==> config.mk <==
export PLATFORM = sky130hd
export DESIGN_NAME = iman_periodo
export DESIGN_NICKNAME = d
export VERILOG_FILES = /design/src/rtl/iman_periodo.sv
export SDC_FILE = /design/constraint.sdc
export NUM_CORES = 1
export LEC_CHECK = 0
export ABC_AREA = 0
export CORE_ASPECT_RATIO = 0.75
export CORE_MARGIN = 2
export CORE_UTILIZATION = 55
export CTS_BUF_LIST = sky130_fd_sc_hd__clkbuf_4
export DETAILED_ROUTE_END_ITERATION = 10
export PLACE_DENSITY = 0.78
export SLEW_MARGIN = 20
export SYNTH_ARGS = -nofsm -noshare
export SYNTH_HDL_FRONTEND = slang
export SYNTH_SLANG_ARGS = --single-unit
==> constraint.sdc <==
create_clock -name clock -period 5.4 [get_ports clock]
set_input_delay 0.81 -clock clock [delete_from_list [all_inputs] [get_ports clock]]
set_output_delay 0.81 -clock clock [all_outputs]
set_load 0.005 [all_outputs]
==> src/rtl/iman_periodo.sv <==
// iman_periodo: magnet-contact synchronizer/debouncer, impulse generator and wheel period meter.
// Define IMAN_RECHAZO_MIN_EN to drop impulses closer than MIN_PERIOD cycles to the previous one.
module iman_periodo #(
  parameter int unsigned DEBOUNCE_CYCLES = 65536,
  parameter int unsigned TIMEOUT         = 16777215,
  parameter int unsigned MIN_PERIOD      = 50000
) (
  input  logic        clock,
  input  logic        reset_n,
  input  logic        iman,
  output logic        impulso,
  output logic [23:0] periodo,
  output logic        periodo_valid,
  output logic        detenido,
  output logic [15:0] vueltas
);

  localparam int             DBW     = $clog2(DEBOUNCE_CYCLES + 1);
  localparam logic [DBW-1:0] DB_LAST = DBW'(DEBOUNCE_CYCLES - 1);
  localparam logic [23:0]    TO      = 24'(TIMEOUT);

  if (DEBOUNCE_CYCLES < 1 || TIMEOUT < 2 || TIMEOUT > 32'h00FF_FFFF || MIN_PERIOD < 1)
  begin : g_bad_param
    $error("iman_periodo: parameter out of range");
  end

  typedef enum logic {IDLE = 1'b0, MIDIENDO = 1'b1} state_t;

  logic [1:0]     r_sync;
  logic           w_sync;
  logic [DBW-1:0] r_db_cnt;
  logic           r_filt, r_filt_q;
  logic           w_rise, w_too_soon, w_accept;

  state_t         r_state, w_state_nx;
  logic [23:0]    r_cnt, w_cnt_nx, w_cnt_inc;
  logic [23:0]    r_periodo, w_periodo_nx;
  logic           r_pv, w_pv_nx;
  logic           r_det, w_det_nx;
  logic           r_imp;
  logic [15:0]    r_vueltas;

  // Two-flop synchronizer on the raw contact
  always_ff @(posedge clock or negedge reset_n) begin
    if (!reset_n) r_sync <= '0;
    else          r_sync <= {r_sync[0], iman};
  end
  assign w_sync = r_sync[1];

  // Level only flips after DEBOUNCE_CYCLES consecutive disagreeing samples
  always_ff @(posedge clock or negedge reset_n) begin
    if (!reset_n) begin
      r_db_cnt <= '0;
      r_filt   <= 1'b0;
      r_filt_q <= 1'b0;
    end else begin
      r_filt_q <= r_filt;
      if (w_sync == r_filt) begin
        r_db_cnt <= '0;
      end else if (r_db_cnt == DB_LAST) begin
        r_filt   <= w_sync;
        r_db_cnt <= '0;
      end else begin
        r_db_cnt <= r_db_cnt + DBW'(1);
      end
    end
  end
  assign w_rise = r_filt & ~r_filt_q;

`ifdef IMAN_RECHAZO_MIN_EN
  localparam logic [23:0] MIN_LAST = 24'(MIN_PERIOD - 1);
  assign w_too_soon = (r_state == MIDIENDO) && (r_cnt < MIN_LAST);
`else
  assign w_too_soon = 1'b0;
`endif
  assign w_accept = w_rise & ~w_too_soon;

  // r_cnt never exceeds TO-1 while measuring, so cnt+1 is the distance to the last impulse
  assign w_cnt_inc = (r_cnt == TO) ? TO : r_cnt + 24'd1;

  always_comb begin
    w_state_nx   = r_state;
    w_cnt_nx     = r_cnt;
    w_periodo_nx = r_periodo;
    w_pv_nx      = 1'b0;
    w_det_nx     = r_det;
    case (r_state)
      IDLE: begin
        if (w_accept) begin
          w_state_nx = MIDIENDO;
          w_cnt_nx   = '0;
          w_det_nx   = 1'b0;
        end
      end
      MIDIENDO: begin
        w_cnt_nx = w_cnt_inc;
        if (w_accept) begin
          w_periodo_nx = w_cnt_inc;
          w_pv_nx      = 1'b1;
          w_cnt_nx     = '0;
        end else if (w_cnt_inc == TO) begin
          w_state_nx   = IDLE;
          w_det_nx     = 1'b1;
          w_periodo_nx = '0;
          w_cnt_nx     = '0;
        end
      end
      default: w_state_nx = IDLE;
    endcase
  end

  always_ff @(posedge clock or negedge reset_n) begin
    if (!reset_n) begin
      r_state   <= IDLE;
      r_cnt     <= '0;
      r_periodo <= '0;
      r_pv      <= 1'b0;
      r_det     <= 1'b1;
      r_imp     <= 1'b0;
      r_vueltas <= '0;
    end else begin
      r_state   <= w_state_nx;
      r_cnt     <= w_cnt_nx;
      r_periodo <= w_periodo_nx;
      r_pv      <= w_pv_nx;
      r_det     <= w_det_nx;
      r_imp     <= w_accept;
      r_vueltas <= r_vueltas + {15'd0, w_accept};
    end
  end

  assign impulso       = r_imp;
  assign periodo       = r_periodo;
  assign periodo_valid = r_pv;
  assign detenido      = r_det;
  assign vueltas       = r_vueltas;

endmodule

==> results.txt <==
----------------------------------------------------
[Setup path]
  Critical path launch point type ... flip-flop
  Required time worst endpoint ... 5.75 ns
  Maximum fanout along the worst path ... 24
  WP data arrival ... just over 4 ns
  Slowest stage delay, CP ... 0.58 ns
  CP Cell Sequence ... ha_1, nand4_1, nor3_2, xor2_1, o2111ai_1, or4_4, o31ai_4, o21ai_4, a22o_1
  Number of buffers and inverters on the critical path ... 0
  Family of cells with the greatest summed delay on the critical path ... simple AND/OR/NAND/NOR gates
  Type of destination of the critical path ... flip-flop
  Library cell contributing the largest single delay on the critical path ... sky130_fd_sc_hd__or4_4
  Start-to-end type of the worst setup path ... flip-flop to flip-flop

[Place]
  Number of port buffers ... 45
  Weighted congestion reported at the end of routability-driven placement ... 0.901
  Sum of net half-perimeters after detailed placement ... 7.24 mm

[Detailed routing]
  Initial DRC Count ... ~270
  Count of antenna-violating nets left after detailed routing ... 0
  DRC violation count after routing ... 0
  Overall routed net length ... 10.3 mm
  Average vias per placed instance ... 5.99
  Total number of vias ... 3490
  First-pass detailed-route iteration total ... 5
  Final routed wire length divided by cell count ... 17.6 microns

[GRT]
  First-pass GRT wire length ... ~17 mm
  Maximum number of pins on one net before global-route repair ... 90
  GRT Residual Overflow ... 0
  Initial antenna violation count ... 0
  Via count of the first global-routing pass ... 3269
  Gr usage total ... 25.1%

[Clock tree]
  TritonCTS Sinks ... about 90
  Number of cells upsized or downsized after cts ... 0
  Number of hold buffers added after cts ... 0
  TritonCTS clock tree ... done
  Buffer cell driving the clock tree root ... sky130_fd_sc_hd__clkbuf_4
  Buffer count from post-CTS setup fixing ... 0
  CTS buffer count ... 9
  Maximum clock path buffer count ... 2
  Clock Latency Late Sink ... ~0.44 ns
  Clock-pin slew reported for the worst setup and hold paths after clock tree synthesis ... 0.15 ns
  Depth of the CTS H-tree ... 3

[Timing]
  Relative slew slack ... between 40 and 50%
  Actual transition at the worst max-transition pin ... about 0.8 ns
  Final min period ... 3.68 ns
  Setup violation total in the final timing report ... 0
  Unrepaired setup endpoints after global routing ... false
  Final worst clock skew ... 0.0172 ns
  Fraction of the cycle the final worst path needs ... approximately two thirds
  Aggregate negative setup slack ... 0 ns
  Achievable clock frequency ... 0.272 GHz
  Hold Slack ... 0.357 ns
  Number of hold violations in the final report ... 0
  Pins over their slew limit ... 0

[Power]
  Power per standard cell area ... between 200 and 250 nW/um^2
  Worst VDD drop ... between 0.1 and 0.15 mV
  Total power ... 1080 uW
  LEAKAGE ... 0.00223 uW

[Yosys]
  Dominant cells by area after synthesis ... sky130_fd_sc_hd__dfrtp_1, sky130_fd_sc_hd__xnor2_1, sky130_fd_sc_hd__xor2_1
  Synth unique cells ... 58
  Yosys warning count ... 0
  Proportion of register bits with asynchronous set or reset after synthesis ... 100%
  Flip-flop cell with the highest count after synthesis ... sky130_fd_sc_hd__dfrtp_1
  Sequential area share after synthesis ... 49.8%
  Most frequent cell after synthesis ... sky130_fd_sc_hd__dfrtp_1
  Count of state elements after synthesis ... 89
  Top cell type's share of synthesized area ... 49.2%
  Syn Nets ... approximately 450
  Cell count after synthesis ... 442
  Avg Inst Size Synth ... just over 10 sq um
  Cell Area, Synth ... about 4500 sq um
  EDFF count, synth ... 0
  Most numerous cell types in the synthesized netlist ... sky130_fd_sc_hd__dfrtp_1, sky130_fd_sc_hd__nand2_1, sky130_fd_sc_hd__nor2_1
  Yosys top cell by area ... sky130_fd_sc_hd__dfrtp_1

[Layout]
  Layout Area Growth over Synthesis ... 13.1%
  Ant. Diodes ... 0
  Layout filler cell count ... 647
  Area of combinational cells with multiple inputs ... 2080 sq um
  NumNets Final ... 480
  Register area ... 2230 sq um
  Share of cells above drive strength 1 ... between 7 and 8%

[Worst hold path]
  Path class of the lowest-slack min-delay path ... flip-flop to flip-flop

[Floorplan]
  Floorplan die area ... slightly below 9000 sq um
  Placeable core region ... 7880 sq um
  Number of cell rows ... 28
  Die outline width ... between 100 and 150 microns
  Initial Util ... 56.7%
  Height of the chip ... between 80 and 90 microns
  Number of placed I/O pins ... 46

[Status]
  Run status ... finished clean

[Flow run]
  Max-capacitance violation count ... 0

----------------------------------------------------
layer usage:
layer / part of all wire, % / track usage, %
met4: 1.3 / 6.92
met5: 0 / 0
met3: 8.9 / 6.83
met1: 49 / 39.0
met2: 41 / 34.1
final cells by class:
class	instances	area share, %
sequential	89	44.0
multi-input combinational	320	41.0
timing repair buffer	45	8.92
tap	105	2.60
clock inverter	7	1.51
clock buffer	9	1.33
inverter	8	0.593
registers in the layout, summed over array words and instances (netlist names):
signal         cells
r_state            1
r_cnt             24
periodo_valid      1
detenido           1
impulso            1
periodo           24
r_filt_q           1
r_filt             1
r_sync             2
vueltas           16
r_db_cnt          17
metrics by stage:
step	utilization, %	cell area (sq um)	cells	setup WS, ns
floorplan	-	4470	442	2.49
global placement	62.3	4910	567	2.01
detailed placement	62.3	4910	567	1.83
CTS	64.1	5050	583	1.81
global route	64.2	5060	583	1.56
finish	64.2	5060	583	1.72
report_power, final:
group,leakage [uW],switching (uW),total [uW],internal (uW)
Combinational,0.000914,16.0,19.6,3.56
Clock,0.0000802,246,393,147
Sequential,0.00123,2.02,671,669
Total,0.00223,264,1080,819
path summary, 6_finish.rpt:
check,from,endpoint,slack (ns),cells past startpoint
max,r_cnt[0],periodo[19],1.72,9
min reg2reg,r_sync[0],r_sync[1],0.36,0
max reg2reg,r_cnt[0],periodo[19],1.72,9
max in group asynchronous,reset_n,r_cnt[14],4.46,1
min,r_sync[0],r_sync[1],0.36,0
min in group asynchronous,reset_n,r_db_cnt[2],0.40,1
logic make-up after synthesis:
family          count (synthesis)  share of synthesized area (%)
compound gates                 81                           13.5
xor+xnor                       48                           9.40
fa+ha+maj                       4                           1.12
buf+inv                        33                           3.83
flops                          89                           49.8
mux                             4                          0.951
simple gates                  183                           21.4
layout by cell type, fill, tap and decap left out, types with 5 or more instances in the layout:
cell type / count
sky130_fd_sc_hd__a21o_1: 10
sky130_fd_sc_hd__a21oi_1: 13
sky130_fd_sc_hd__a22o_1: 15
sky130_fd_sc_hd__a31oi_1: 5
sky130_fd_sc_hd__and3_1: 12
sky130_fd_sc_hd__clkbuf_4: 9
sky130_fd_sc_hd__clkdlybuf4s50_1: 44
sky130_fd_sc_hd__dfrtp_1: 88
sky130_fd_sc_hd__inv_1: 7
sky130_fd_sc_hd__nand2_1: 49
sky130_fd_sc_hd__nand2b_1: 5
sky130_fd_sc_hd__nand3_1: 28
sky130_fd_sc_hd__nand4_1: 9
sky130_fd_sc_hd__nor2_1: 37
sky130_fd_sc_hd__nor3_1: 8
sky130_fd_sc_hd__nor4_1: 6
sky130_fd_sc_hd__o21ai_0: 14
sky130_fd_sc_hd__o2bb2ai_1: 8
sky130_fd_sc_hd__xnor2_1: 26
sky130_fd_sc_hd__xor2_1: 22
Note: power is estimated with default switching activity, not from simulation.
